**config.mk**
```make
export PLATFORM = sky130hd
export DESIGN_NAME = rr_cfg_axil_interconnect_flat
export DESIGN_NICKNAME = d
export VERILOG_FILES = /design/src/rtl/rr_cfg_axil_interconnect_pkg.sv /design/src/rtl/rr_cfg_axil_interconnect_if.sv /design/src/rtl/rr_cfg_axil_interconnect_addr_decode.sv /design/src/rtl/rr_cfg_axil_interconnect.sv /design/src/flat_wrapper.sv
export SDC_FILE = /design/constraint.sdc
export NUM_CORES = 1
export LEC_CHECK = 0
export BUFFER_PORTS_ARGS = -buffer_cell sky130_fd_sc_hd__buf_2
export CAP_MARGIN = 20
export CORE_AREA = 2 2 177 179
export DETAILED_ROUTE_END_ITERATION = 10
export DIE_AREA = 0 0 179 181
export PLACE_DENSITY_LB_ADDON = 0.2
export SKIP_LAST_GASP = 1
export SYNTH_ARGS = -nofsm -noshare
export SYNTH_HDL_FRONTEND = slang
export SYNTH_SLANG_ARGS = --single-unit
```
**constraint.sdc**
```tcl
create_clock -name ACLK -period 5.2 [get_ports ACLK]
set_input_delay 1.04 -clock ACLK [delete_from_list [all_inputs] [get_ports ACLK]]
set_output_delay 1.04 -clock ACLK [all_outputs]
set_load 0.01 [all_outputs]
```
**src/rtl/rr_cfg_axil_interconnect_pkg.sv**
```systemverilog
// Shared types and constants for the BAR1 config-path AXI4-Lite 1:2 interconnect.
package rr_cfg_axil_ic_pkg;

    typedef enum logic [1:0] {W_IDLE, W_ISSUE, W_WAITB, W_RESP} wr_state_t;
    typedef enum logic [1:0] {R_IDLE, R_ISSUE, R_WAITR, R_RESP} rd_state_t;

    localparam logic [1:0] OKAY   = 2'b00;
    localparam logic [1:0] SLVERR = 2'b10;
    localparam logic [1:0] DECERR = 2'b11;

    localparam int DEFAULT_SPLIT_BIT = 20;

endpackage

```
**src/rtl/rr_cfg_axil_interconnect_if.sv**
```systemverilog
// AXI4-Lite bundle; master modport drives requests, slave modport drives responses.
interface rr_cfg_axil_interconnect_if #(
    parameter int ADDR_WIDTH = 32,
    parameter int DATA_WIDTH = 32
);
    logic [ADDR_WIDTH-1:0]   awaddr;
    logic [2:0]              awprot;
    logic                    awvalid;
    logic                    awready;
    logic [DATA_WIDTH-1:0]   wdata;
    logic [DATA_WIDTH/8-1:0] wstrb;
    logic                    wvalid;
    logic                    wready;
    logic [1:0]              bresp;
    logic                    bvalid;
    logic                    bready;
    logic [ADDR_WIDTH-1:0]   araddr;
    logic [2:0]              arprot;
    logic                    arvalid;
    logic                    arready;
    logic [DATA_WIDTH-1:0]   rdata;
    logic [1:0]              rresp;
    logic                    rvalid;
    logic                    rready;

    modport master (
        output awaddr, awprot, awvalid, wdata, wstrb, wvalid, bready,
        output araddr, arprot, arvalid, rready,
        input  awready, wready, bresp, bvalid, arready, rdata, rresp, rvalid
    );

    modport slave (
        input  awaddr, awprot, awvalid, wdata, wstrb, wvalid, bready,
        input  araddr, arprot, arvalid, rready,
        output awready, wready, bresp, bvalid, arready, rdata, rresp, rvalid
    );

endinterface

```
**src/rtl/rr_cfg_axil_interconnect_addr_decode.sv**
```systemverilog
// Address decode: bit 0 of addr_hi is the split bit; with RR_CFG_AXIL_DECERR_EN any higher bit flags DECERR.
module rr_axil_addr_decode #(
    parameter int DEC_W = 1
) (
    input  logic [DEC_W-1:0] addr_hi,
    output logic             tgt,
    output logic             decerr
);

    assign tgt = addr_hi[0];

`ifdef RR_CFG_AXIL_DECERR_EN
    assign decerr = |(addr_hi >> 1);
`else
    assign decerr = 1'b0;
`endif

endmodule

```
**src/rtl/rr_cfg_axil_interconnect.sv**
```systemverilog
// 1:2 AXI4-Lite interconnect: addr[SPLIT_BIT]=0 -> M00 (user BAR1), =1 -> M01 (record/replay regs).
// Optional RR_CFG_AXIL_DECERR_EN: addresses above the 2^(SPLIT_BIT+1) window answer DECERR locally.
module rr_cfg_axil_interconnect
    import rr_cfg_axil_ic_pkg::*;
#(
    parameter int ADDR_WIDTH = 32,
    parameter int DATA_WIDTH = 32,
    parameter int SPLIT_BIT  = DEFAULT_SPLIT_BIT
) (
    input logic                   ACLK,
    input logic                   ARESETN,
    rr_cfg_axil_interconnect_if.slave  s00_axi,
    rr_cfg_axil_interconnect_if.master m00_axi,
    rr_cfg_axil_interconnect_if.master m01_axi
);

    localparam int STRB_W = DATA_WIDTH / 8;
`ifdef RR_CFG_AXIL_DECERR_EN
    localparam int DEC_W = ADDR_WIDTH - SPLIT_BIT;
`else
    localparam int DEC_W = 1;
`endif

    wr_state_t w_state, w_next;
    rd_state_t r_state, r_next;

    logic                  up;
    logic                  aw_full, w_full, aw_sent, w_sent;
    logic [ADDR_WIDTH-1:0] aw_addr, ar_addr;
    logic [2:0]            aw_prot, ar_prot;
    logic [DATA_WIDTH-1:0] w_data, r_data;
    logic [STRB_W-1:0]     w_strb;
    logic [1:0]            b_resp, r_resp;

    logic [DEC_W-1:0] aw_hi, ar_hi;
    logic             wr_tgt, wr_decerr, rd_tgt, rd_decerr;
    logic             aw_hs, w_hs, ar_hs, maw_hs, mw_hs, mb_hs, mar_hs, mr_hs;
    logic             awvalid_i, wvalid_i, bready_i, arvalid_i, rready_i;

    // Decode the address about to be captured in IDLE, the held one afterwards.
    assign aw_hi = aw_full ? aw_addr[SPLIT_BIT +: DEC_W] : s00_axi.awaddr[SPLIT_BIT +: DEC_W];
    assign ar_hi = (r_state == R_IDLE) ? s00_axi.araddr[SPLIT_BIT +: DEC_W] : ar_addr[SPLIT_BIT +: DEC_W];

    rr_axil_addr_decode #(.DEC_W(DEC_W)) u_wr_dec (.addr_hi(aw_hi), .tgt(wr_tgt), .decerr(wr_decerr));
    rr_axil_addr_decode #(.DEC_W(DEC_W)) u_rd_dec (.addr_hi(ar_hi), .tgt(rd_tgt), .decerr(rd_decerr));

    // up keeps S00 readys low while reset is asserted.
    assign s00_axi.awready = up & (w_state == W_IDLE) & ~aw_full;
    assign s00_axi.wready  = up & (w_state == W_IDLE) & ~w_full;
    assign s00_axi.arready = up & (r_state == R_IDLE);
    assign s00_axi.bvalid  = (w_state == W_RESP);
    assign s00_axi.bresp   = b_resp;
    assign s00_axi.rvalid  = (r_state == R_RESP);
    assign s00_axi.rdata   = r_data;
    assign s00_axi.rresp   = r_resp;

    assign aw_hs = s00_axi.awvalid & s00_axi.awready;
    assign w_hs  = s00_axi.wvalid  & s00_axi.wready;
    assign ar_hs = s00_axi.arvalid & s00_axi.arready;

    assign awvalid_i = (w_state == W_ISSUE) & ~aw_sent;
    assign wvalid_i  = (w_state == W_ISSUE) & ~w_sent;
    assign bready_i  = (w_state == W_WAITB);
    assign arvalid_i = (r_state == R_ISSUE);
    assign rready_i  = (r_state == R_WAITR);

    assign maw_hs = awvalid_i & (wr_tgt ? m01_axi.awready : m00_axi.awready);
    assign mw_hs  = wvalid_i  & (wr_tgt ? m01_axi.wready  : m00_axi.wready);
    assign mb_hs  = bready_i  & (wr_tgt ? m01_axi.bvalid  : m00_axi.bvalid);
    assign mar_hs = arvalid_i & (rd_tgt ? m01_axi.arready : m00_axi.arready);
    assign mr_hs  = rready_i  & (rd_tgt ? m01_axi.rvalid  : m00_axi.rvalid);

    assign m00_axi.awvalid = awvalid_i & ~wr_tgt;
    assign m01_axi.awvalid = awvalid_i &  wr_tgt;
    assign m00_axi.wvalid  = wvalid_i  & ~wr_tgt;
    assign m01_axi.wvalid  = wvalid_i  &  wr_tgt;
    assign m00_axi.bready  = bready_i  & ~wr_tgt;
    assign m01_axi.bready  = bready_i  &  wr_tgt;
    assign m00_axi.arvalid = arvalid_i & ~rd_tgt;
    assign m01_axi.arvalid = arvalid_i &  rd_tgt;
    assign m00_axi.rready  = rready_i  & ~rd_tgt;
    assign m01_axi.rready  = rready_i  &  rd_tgt;

    assign m00_axi.awaddr = aw_addr;
    assign m01_axi.awaddr = aw_addr;
    assign m00_axi.awprot = aw_prot;
    assign m01_axi.awprot = aw_prot;
    assign m00_axi.wdata  = w_data;
    assign m01_axi.wdata  = w_data;
    assign m00_axi.wstrb  = w_strb;
    assign m01_axi.wstrb  = w_strb;
    assign m00_axi.araddr = ar_addr;
    assign m01_axi.araddr = ar_addr;
    assign m00_axi.arprot = ar_prot;
    assign m01_axi.arprot = ar_prot;

    always_ff @(posedge ACLK or negedge ARESETN) begin
        if (!ARESETN) begin
            w_state <= W_IDLE;
            r_state <= R_IDLE;
        end else begin
            w_state <= w_next;
            r_state <= r_next;
        end
    end

    always_comb begin
        w_next = w_state;
        case (w_state)
            W_IDLE:  if ((aw_full | aw_hs) && (w_full | w_hs)) w_next = wr_decerr ? W_RESP : W_ISSUE;
            W_ISSUE: if ((aw_sent | maw_hs) && (w_sent | mw_hs)) w_next = W_WAITB;
            W_WAITB: if (mb_hs) w_next = W_RESP;
            W_RESP:  if (s00_axi.bready) w_next = W_IDLE;
            default: w_next = W_IDLE;
        endcase
    end

    always_comb begin
        r_next = r_state;
        case (r_state)
            R_IDLE:  if (ar_hs) r_next = rd_decerr ? R_RESP : R_ISSUE;
            R_ISSUE: if (mar_hs) r_next = R_WAITR;
            R_WAITR: if (mr_hs) r_next = R_RESP;
            R_RESP:  if (s00_axi.rready) r_next = R_IDLE;
            default: r_next = R_IDLE;
        endcase
    end

    always_ff @(posedge ACLK or negedge ARESETN) begin
        if (!ARESETN) begin
            up      <= 1'b0;
            aw_full <= 1'b0;
            w_full  <= 1'b0;
            aw_sent <= 1'b0;
            w_sent  <= 1'b0;
            aw_addr <= '0;
            aw_prot <= '0;
            w_data  <= '0;
            w_strb  <= '0;
            b_resp  <= '0;
            ar_addr <= '0;
            ar_prot <= '0;
            r_data  <= '0;
            r_resp  <= '0;
        end else begin
            up <= 1'b1;
            if (aw_hs) begin
                aw_full <= 1'b1;
                aw_addr <= s00_axi.awaddr;
                aw_prot <= s00_axi.awprot;
            end
            if (w_hs) begin
                w_full <= 1'b1;
                w_data <= s00_axi.wdata;
                w_strb <= s00_axi.wstrb;
            end
            if (maw_hs) aw_sent <= 1'b1;
            if (mw_hs)  w_sent  <= 1'b1;
            if (w_state == W_IDLE && w_next == W_RESP) b_resp <= DECERR;
            if (mb_hs) b_resp <= wr_tgt ? m01_axi.bresp : m00_axi.bresp;
            if (w_state == W_RESP && s00_axi.bready) begin
                aw_full <= 1'b0;
                w_full  <= 1'b0;
                aw_sent <= 1'b0;
                w_sent  <= 1'b0;
            end
            if (ar_hs) begin
                ar_addr <= s00_axi.araddr;
                ar_prot <= s00_axi.arprot;
            end
            if (r_state == R_IDLE && r_next == R_RESP) begin
                r_data <= '0;
                r_resp <= DECERR;
            end
            if (mr_hs) begin
                r_data <= rd_tgt ? m01_axi.rdata : m00_axi.rdata;
                r_resp <= rd_tgt ? m01_axi.rresp : m00_axi.rresp;
            end
        end
    end

endmodule

```
**src/flat_wrapper.sv**
```systemverilog
// flat-port wrapper written by rule: the top's interface ports become plain ports
module rr_cfg_axil_interconnect_flat import rr_cfg_axil_ic_pkg::*;
#(
    parameter int ADDR_WIDTH = 32,
    parameter int DATA_WIDTH = 32,
    parameter int SPLIT_BIT  = DEFAULT_SPLIT_BIT
)
  (ACLK, ARESETN, s00_axi_awaddr, s00_axi_awprot, s00_axi_awvalid, s00_axi_wdata, s00_axi_wstrb, s00_axi_wvalid, s00_axi_bready, s00_axi_araddr, s00_axi_arprot, s00_axi_arvalid, s00_axi_rready, s00_axi_awready, s00_axi_wready, s00_axi_bresp, s00_axi_bvalid, s00_axi_arready, s00_axi_rdata, s00_axi_rresp, s00_axi_rvalid, m00_axi_awaddr, m00_axi_awprot, m00_axi_awvalid, m00_axi_wdata, m00_axi_wstrb, m00_axi_wvalid, m00_axi_bready, m00_axi_araddr, m00_axi_arprot, m00_axi_arvalid, m00_axi_rready, m00_axi_awready, m00_axi_wready, m00_axi_bresp, m00_axi_bvalid, m00_axi_arready, m00_axi_rdata, m00_axi_rresp, m00_axi_rvalid, m01_axi_awaddr, m01_axi_awprot, m01_axi_awvalid, m01_axi_wdata, m01_axi_wstrb, m01_axi_wvalid, m01_axi_bready, m01_axi_araddr, m01_axi_arprot, m01_axi_arvalid, m01_axi_rready, m01_axi_awready, m01_axi_wready, m01_axi_bresp, m01_axi_bvalid, m01_axi_arready, m01_axi_rdata, m01_axi_rresp, m01_axi_rvalid);
  rr_cfg_axil_interconnect_if #(.ADDR_WIDTH(ADDR_WIDTH), .DATA_WIDTH(DATA_WIDTH)) s00_axi_i ();
  rr_cfg_axil_interconnect_if #(.ADDR_WIDTH(ADDR_WIDTH), .DATA_WIDTH(DATA_WIDTH)) m00_axi_i ();
  rr_cfg_axil_interconnect_if #(.ADDR_WIDTH(ADDR_WIDTH), .DATA_WIDTH(DATA_WIDTH)) m01_axi_i ();
  input logic ACLK;
  input logic ARESETN;
  input wire logic [$bits(s00_axi_i.awaddr)-1:0] s00_axi_awaddr;
  input wire logic [$bits(s00_axi_i.awprot)-1:0] s00_axi_awprot;
  input wire logic [$bits(s00_axi_i.awvalid)-1:0] s00_axi_awvalid;
  input wire logic [$bits(s00_axi_i.wdata)-1:0] s00_axi_wdata;
  input wire logic [$bits(s00_axi_i.wstrb)-1:0] s00_axi_wstrb;
  input wire logic [$bits(s00_axi_i.wvalid)-1:0] s00_axi_wvalid;
  input wire logic [$bits(s00_axi_i.bready)-1:0] s00_axi_bready;
  input wire logic [$bits(s00_axi_i.araddr)-1:0] s00_axi_araddr;
  input wire logic [$bits(s00_axi_i.arprot)-1:0] s00_axi_arprot;
  input wire logic [$bits(s00_axi_i.arvalid)-1:0] s00_axi_arvalid;
  input wire logic [$bits(s00_axi_i.rready)-1:0] s00_axi_rready;
  output wire logic [$bits(s00_axi_i.awready)-1:0] s00_axi_awready;
  output wire logic [$bits(s00_axi_i.wready)-1:0] s00_axi_wready;
  output wire logic [$bits(s00_axi_i.bresp)-1:0] s00_axi_bresp;
  output wire logic [$bits(s00_axi_i.bvalid)-1:0] s00_axi_bvalid;
  output wire logic [$bits(s00_axi_i.arready)-1:0] s00_axi_arready;
  output wire logic [$bits(s00_axi_i.rdata)-1:0] s00_axi_rdata;
  output wire logic [$bits(s00_axi_i.rresp)-1:0] s00_axi_rresp;
  output wire logic [$bits(s00_axi_i.rvalid)-1:0] s00_axi_rvalid;
  output wire logic [$bits(m00_axi_i.awaddr)-1:0] m00_axi_awaddr;
  output wire logic [$bits(m00_axi_i.awprot)-1:0] m00_axi_awprot;
  output wire logic [$bits(m00_axi_i.awvalid)-1:0] m00_axi_awvalid;
  output wire logic [$bits(m00_axi_i.wdata)-1:0] m00_axi_wdata;
  output wire logic [$bits(m00_axi_i.wstrb)-1:0] m00_axi_wstrb;
  output wire logic [$bits(m00_axi_i.wvalid)-1:0] m00_axi_wvalid;
  output wire logic [$bits(m00_axi_i.bready)-1:0] m00_axi_bready;
  output wire logic [$bits(m00_axi_i.araddr)-1:0] m00_axi_araddr;
  output wire logic [$bits(m00_axi_i.arprot)-1:0] m00_axi_arprot;
  output wire logic [$bits(m00_axi_i.arvalid)-1:0] m00_axi_arvalid;
  output wire logic [$bits(m00_axi_i.rready)-1:0] m00_axi_rready;
  input wire logic [$bits(m00_axi_i.awready)-1:0] m00_axi_awready;
  input wire logic [$bits(m00_axi_i.wready)-1:0] m00_axi_wready;
  input wire logic [$bits(m00_axi_i.bresp)-1:0] m00_axi_bresp;
  input wire logic [$bits(m00_axi_i.bvalid)-1:0] m00_axi_bvalid;
  input wire logic [$bits(m00_axi_i.arready)-1:0] m00_axi_arready;
  input wire logic [$bits(m00_axi_i.rdata)-1:0] m00_axi_rdata;
  input wire logic [$bits(m00_axi_i.rresp)-1:0] m00_axi_rresp;
  input wire logic [$bits(m00_axi_i.rvalid)-1:0] m00_axi_rvalid;
  output wire logic [$bits(m01_axi_i.awaddr)-1:0] m01_axi_awaddr;
  output wire logic [$bits(m01_axi_i.awprot)-1:0] m01_axi_awprot;
  output wire logic [$bits(m01_axi_i.awvalid)-1:0] m01_axi_awvalid;
  output wire logic [$bits(m01_axi_i.wdata)-1:0] m01_axi_wdata;
  output wire logic [$bits(m01_axi_i.wstrb)-1:0] m01_axi_wstrb;
  output wire logic [$bits(m01_axi_i.wvalid)-1:0] m01_axi_wvalid;
  output wire logic [$bits(m01_axi_i.bready)-1:0] m01_axi_bready;
  output wire logic [$bits(m01_axi_i.araddr)-1:0] m01_axi_araddr;
  output wire logic [$bits(m01_axi_i.arprot)-1:0] m01_axi_arprot;
  output wire logic [$bits(m01_axi_i.arvalid)-1:0] m01_axi_arvalid;
  output wire logic [$bits(m01_axi_i.rready)-1:0] m01_axi_rready;
  input wire logic [$bits(m01_axi_i.awready)-1:0] m01_axi_awready;
  input wire logic [$bits(m01_axi_i.wready)-1:0] m01_axi_wready;
  input wire logic [$bits(m01_axi_i.bresp)-1:0] m01_axi_bresp;
  input wire logic [$bits(m01_axi_i.bvalid)-1:0] m01_axi_bvalid;
  input wire logic [$bits(m01_axi_i.arready)-1:0] m01_axi_arready;
  input wire logic [$bits(m01_axi_i.rdata)-1:0] m01_axi_rdata;
  input wire logic [$bits(m01_axi_i.rresp)-1:0] m01_axi_rresp;
  input wire logic [$bits(m01_axi_i.rvalid)-1:0] m01_axi_rvalid;
  assign s00_axi_i.awaddr = s00_axi_awaddr;
  assign s00_axi_i.awprot = s00_axi_awprot;
  assign s00_axi_i.awvalid = s00_axi_awvalid;
  assign s00_axi_i.wdata = s00_axi_wdata;
  assign s00_axi_i.wstrb = s00_axi_wstrb;
  assign s00_axi_i.wvalid = s00_axi_wvalid;
  assign s00_axi_i.bready = s00_axi_bready;
  assign s00_axi_i.araddr = s00_axi_araddr;
  assign s00_axi_i.arprot = s00_axi_arprot;
  assign s00_axi_i.arvalid = s00_axi_arvalid;
  assign s00_axi_i.rready = s00_axi_rready;
  assign s00_axi_awready = s00_axi_i.awready;
  assign s00_axi_wready = s00_axi_i.wready;
  assign s00_axi_bresp = s00_axi_i.bresp;
  assign s00_axi_bvalid = s00_axi_i.bvalid;
  assign s00_axi_arready = s00_axi_i.arready;
  assign s00_axi_rdata = s00_axi_i.rdata;
  assign s00_axi_rresp = s00_axi_i.rresp;
  assign s00_axi_rvalid = s00_axi_i.rvalid;
  assign m00_axi_awaddr = m00_axi_i.awaddr;
  assign m00_axi_awprot = m00_axi_i.awprot;
  assign m00_axi_awvalid = m00_axi_i.awvalid;
  assign m00_axi_wdata = m00_axi_i.wdata;
  assign m00_axi_wstrb = m00_axi_i.wstrb;
  assign m00_axi_wvalid = m00_axi_i.wvalid;
  assign m00_axi_bready = m00_axi_i.bready;
  assign m00_axi_araddr = m00_axi_i.araddr;
  assign m00_axi_arprot = m00_axi_i.arprot;
  assign m00_axi_arvalid = m00_axi_i.arvalid;
  assign m00_axi_rready = m00_axi_i.rready;
  assign m00_axi_i.awready = m00_axi_awready;
  assign m00_axi_i.wready = m00_axi_wready;
  assign m00_axi_i.bresp = m00_axi_bresp;
  assign m00_axi_i.bvalid = m00_axi_bvalid;
  assign m00_axi_i.arready = m00_axi_arready;
  assign m00_axi_i.rdata = m00_axi_rdata;
  assign m00_axi_i.rresp = m00_axi_rresp;
  assign m00_axi_i.rvalid = m00_axi_rvalid;
  assign m01_axi_awaddr = m01_axi_i.awaddr;
  assign m01_axi_awprot = m01_axi_i.awprot;
  assign m01_axi_awvalid = m01_axi_i.awvalid;
  assign m01_axi_wdata = m01_axi_i.wdata;
  assign m01_axi_wstrb = m01_axi_i.wstrb;
  assign m01_axi_wvalid = m01_axi_i.wvalid;
  assign m01_axi_bready = m01_axi_i.bready;
  assign m01_axi_araddr = m01_axi_i.araddr;
  assign m01_axi_arprot = m01_axi_i.arprot;
  assign m01_axi_arvalid = m01_axi_i.arvalid;
  assign m01_axi_rready = m01_axi_i.rready;
  assign m01_axi_i.awready = m01_axi_awready;
  assign m01_axi_i.wready = m01_axi_wready;
  assign m01_axi_i.bresp = m01_axi_bresp;
  assign m01_axi_i.bvalid = m01_axi_bvalid;
  assign m01_axi_i.arready = m01_axi_arready;
  assign m01_axi_i.rdata = m01_axi_rdata;
  assign m01_axi_i.rresp = m01_axi_rresp;
  assign m01_axi_i.rvalid = m01_axi_rvalid;
  rr_cfg_axil_interconnect #(.ADDR_WIDTH(ADDR_WIDTH), .DATA_WIDTH(DATA_WIDTH), .SPLIT_BIT(SPLIT_BIT)) u_core (.ACLK(ACLK), .ARESETN(ARESETN), .s00_axi(s00_axi_i), .m00_axi(m00_axi_i), .m01_axi(m01_axi_i));
endmodule
```
-- Yosys cells after proc, flatten, opt, wreduce, memory -nomap -nowiden
Cells that the tools add are included.
W data, S select, Z words.
- add/subtract/negate cells: 0
- multiply operators: 0
- div/mod/pow operators: 0
- order comparisons: 0
- equality and inequality tests: 8
- shift operators: 0
- muxes and demuxes: 34
- bitwise logic cells: 34
- reductions and logical operators: 13
- operators by type and width (kind ; number):
    $mux W32 ; 3
    $mux W2 ; 14
    $and A1 B1 Y1 ; 24
    $pmux W2 S4 ; 2
    $mux W1 ; 15
    $eq A2 B2 Y1 const B ; 6
    $reduce_bool A2 Y1 ; 6
    $not A1 Y1 ; 6
    $logic_and A1 B1 Y1 ; 5
    $eq A2 B1 Y1 const B ; 2
    $logic_not A2 Y1 ; 2
    $or A1 B1 Y1 ; 4
- register bits: 151
- latch bits: 0
- bits in writable memories: 0
- memory bits (read-only): 0
- input bits: 195
- output and inout port bits: 263
- word-level logic and storage cells: 105
- memories: 0

-- Logic depth before layout (Yosys ltp)
- depth in word-level cells: 12
- depth in mapped cells: 7
- depth with buffers taken out: 4

-- Hierarchy
From an unflattened synthesis, not the netlist that was laid out.
- cell total of the unflattened synthesis: 537
- area total of the unflattened synthesis: 7218.2 um^2
- modules (own cells, without submodules) (module ; times used ; cells each ; area each (um^2) ; sequential area each (um^2)):
    rr_cfg_axil_interconnect ; 1 ; 531 ; 7180.6 ; 3778.6
    rr_axil_addr_decode ; 2 ; 3 ; 18.8 ; 0.0

-- Worst setup path before layout
Ideal clock, no wire load.
- kind: input port to output port
- start point: input s00_axi_awaddr[20]
- end point: output m00_axi_awvalid
- arrival time: 1616 ps
- required time: 4160 ps
- setup slack: 2544 ps
- stages on the path: 2
- path buffers: 0
- cell sequence: mux2_4 > nor3_1
- word-level cells in the longest chain between the ends: 3
- ends and longest elaborated chain (item ; line ; text):
    start: declaration ; flat_wrapper.sv:14 ; input wire logic [$bits(s00_axi_i.awaddr)-1:0] s00_axi_awaddr;
    $mux W1 ; rr_cfg_axil_interconnect.sv:41 ; assign aw_hi = aw_full ? aw_addr[SPLIT_BIT +: DEC_W] : s00_axi.awaddr[SPLIT_BIT +: DEC_W];
    $not A1 Y1 ; rr_cfg_axil_interconnect.sv:73 ; assign m00_axi.awvalid = awvalid_i & ~wr_tgt;
    $and A1 B1 Y1 ; rr_cfg_axil_interconnect.sv:73 ;
    end: declaration ; flat_wrapper.sv:35 ; output wire logic [$bits(m00_axi_i.awvalid)-1:0] m00_axi_awvalid;
Every way passes these cells.

-- Final worst setup path
Ends and elaborated chain as after synthesis.

==> results.toml <==
[clocking]
clock_tree.htree_level_count = 4
post_cts_resize_count = 0
clock_latency_ns = 0.42
path_clk_slew_ns = 0.07
max-clock-path-buffers = 2
cts_hold_repair.buffers = 0
post_cts_buffers = 0
cts_made_buffers = 17
tritoncts = "built"
clock_sinks = 151
clockRootBuffer = "clkbuf_16"

[detailed_routing]
via_per_inst = 3.995
highest-signal-layer = "met5"
wl_per_cell_um = 15.96
via_count = 5277
met2WireLength_um = 11400
wl_met1_um = 7706
antenna_violating_nets_post_route = 0
drt_pre_antenna_iters = 4
detail_route.wirelength_um = 21090
violation_count_after_the_first_detailed_routing_iteration = 118
drcViolationCount = 0
met3WireLength_um = 1695

[flow_run]
maxCapViolCount = 0

[final_layout]
area_added_between_synthesis_and_finish_pct = 33.81
nNetsFinal = 1106
final_util_pct = 31.84
drive_above_1_share_pct = 66.34

[grt]
gr-total-overflow = 0
antenna_found_initial = 3
gr-usage-all-layers_pct = 12.46
vias_in_the_first_global_route = 5055
grt_start_max_net_pins = 84
global_route_wire_length_before_repair_um = 30160

[worst_setup_path]
crit-reg2reg-capture = "u_core.m00_axi.araddr[30]"
timing_worst_setup_path_type = "primary input to primary output"
endpoint_kind = "primary output"
worst_setup_path_startpoint = "s00_axi_awaddr[20]"
max_fanout_on_critical_path = 8
timing.critical_path.from_type = "primary input"
worst_ep_arrival_time_ns = 1.77
reg2reg_depth = 3
r2r_setup_slack_ns = 2.90
r2r_startpoint = "u_core.r_state[0]"
critical_path_required_ns = 4.16

[timing]
worst_pin_slew_ns = 0.9201
period_needed_ns = 2.809
fmax_mhz = 356.0
unrepaired_setup_endpoints_after_global_routing = "no"
relSlewSlack_pct = 38.66
layout_setup_ws_ns = 2.391
final.setup_skew_ns = 0.01172
fin_setup_tns_ns = 0
maxSlewViolCount = 0
finalCritPeriodShare_pct = 54.02
finalHoldViolCount = 0
timing.final.setup_violations = 0

[logic_synthesis]
synth.yosys.seq_area_share_pct = 52.33
netlist.area_leader.share_pct = 52.33
synth_fp_nets = 756
synth.lib_cells_used.distinct = 32
synthesis.area_per_instance_um2 = 12.87
ys_seq_elements = 151
synth_area_leader_cell = "dfrtp_1"
synthCells = 561
ys_top_cells_by_area = "dfrtp_1, buf_4, mux2_2"
netlist_area_pre_place_um2 = 7221
ys_warn_count = 0

[die]
die_w_um = 179
core_um2 = 30350
floorplan.die.height_um = 181
ioPinCount = 458
floorplan.die_area_um2 = 32400
row_count = 64
initial_core_util_pct = 23.79

[power_and_ir_drop]
power.leakage_nw = 5.230
peak_supply_drop_mv = 0.1872
power_density_nw_per_um2 = 645.9

[hold_path]
hold_path_depth = 1
hold_end = "u_core.s00_axi.bresp[0]"
hold_path.class = "flop to flop"
min_from = "u_core.s00_axi.bresp[0]"

[run_status]
status = "finished, final reports clean"

[place]
io_buffers = 457
post-dp-hpwl_um = 16060
place_congestion = 0.7885
dp_worst_setup_slack_ns = 2.377
## final cells by class
type | count | area, um^2
well taps | 396 | 495.5
flip-flops and latches | 151 | 3779
inverters | 3 | 11.26
clock buffers | 18 | 429.2
fillers | 3209 | 20690
multi-input cells | 277 | 2459
repair buffers | 461 | 2323
diodes | 1 | 2.502
clock inverters | 14 | 162.7
## synth_stat cells
| cell | n |
|---|---|
| a21oi_1 | 42 |
| a22o_1 | 1 |
| a31oi_1 | 1 |
| and2_1 | 3 |
| and3_1 | 1 |
| and3b_1 | 1 |
| buf_2 | 8 |
| buf_4 | 113 |
| buf_6 | 7 |
| clkbuf_1 | 2 |
| conb_1 | 1 |
| dfrtp_1 | 151 |
| inv_1 | 3 |
| mux2_2 | 69 |
| mux2_4 | 43 |
| mux2i_1 | 36 |
| mux2i_4 | 1 |
| nand2_1 | 14 |
| nand2_4 | 2 |
| nand2b_1 | 2 |
| nor2_1 | 39 |
| nor2_4 | 2 |
| nor2b_1 | 1 |
| nor2b_4 | 1 |
| nor3_1 | 4 |
| nor3b_1 | 2 |
| o21ai_0 | 6 |
| o21bai_1 | 1 |
| o221ai_1 | 1 |
| o311ai_1 | 1 |
| o32a_1 | 1 |
| or3b_4 | 1 |
## flip-flops by register name, indices dropped and copies added, names as in the netlist
register,cells
u_core.m00_axi.araddr,32
u_core.m00_axi.awaddr,32
u_core.m00_axi.wdata,32
u_core.s00_axi.rdata,32
u_core.m00_axi.wstrb,4
u_core.m00_axi.arprot,3
u_core.m00_axi.awprot,3
u_core.r_state,2
u_core.s00_axi.bresp,2
u_core.s00_axi.rresp,2
u_core.w_state,2
u_core.aw_full,1
u_core.aw_sent,1
u_core.up,1
u_core.w_full,1
u_core.w_sent,1
## worst max-delay path by stage
stage / cells after the start / to
floorplan: 2 / m00_axi_awvalid
global placement: 4 / m00_axi_awvalid
detailed placement: 4 / m00_axi_awvalid
CTS: 4 / m00_axi_awvalid
global route: 4 / m00_axi_wvalid
finish: 4 / m00_axi_awvalid
## layer usage
| layer | track usage (%) | up-vias |
|---|---|---|
| met5 | 0 | - |
| met2 | 23.28 | 252 |
| li1 | - | 2506 |
| met4 | 3.480 | 4 |
| met1 | 13.32 | 2496 |
| met3 | 3.788 | 19 |
## layout by cell type, fill, tap and decap left out, drive strengths merged
| cell type | count |
|---|---|
| nor2b | 2 |
| clkbuf | 18 |
| and3b | 1 |
| o21bai | 1 |
| diode | 1 |
| o221ai | 1 |
| clkinv | 2 |
| dfrtp | 151 |
| or3b | 1 |
| a21oi | 42 |
| inv | 11 |
| a22o | 1 |
| o21ai | 6 |
| and3 | 1 |
| clkinvlp | 2 |
| nor2 | 41 |
| conb | 1 |
| nand2 | 16 |
| buf | 461 |
| mux2i | 37 |
| bufinv | 2 |
| a31oi | 1 |
| mux2 | 112 |
| o311ai | 1 |
| nand2b | 2 |
| o32a | 1 |
| nor3b | 2 |
| nor3 | 4 |
| and2 | 3 |
## worst max-delay path, stage by stage
cell and delay [ns]:
buf_2 0.12, mux2_4 0.32, nor3_1 0.13, buf_2 0.15
## metrics by stage
stage,instance area [um^2],instances,total power [mW],hold slack [ns]
after floorplan,7221,561,4.262,0.5075
after CTS,9659,1320,6.370,0.5097
after global routing,9659,1320,6.715,0.5288
after detailed placement,9067,1288,5.042,0.4922
final,9662,1321,6.241,0.5068
after global placement,9067,1288,5.025,0.4883
## where the power goes
group | total (mW) | switching (mW) | leakage, nW | internal (mW)
combinational | 2.75 | 1.38 | 3.14 | 1.37
sequential | 2.21 | 0.471 | 1.81 | 1.74
clock | 1.28 | 0.558 | 0.288 | 0.724
## kinds of logic after synthesis
logic type      synth area share (%)
buf+inv                        13.65
other cells                  0.05193
flops                          52.33
simple gates                   4.938
mux                            25.00
compound gates                 4.020
Power figures use the tool's default switching activity.
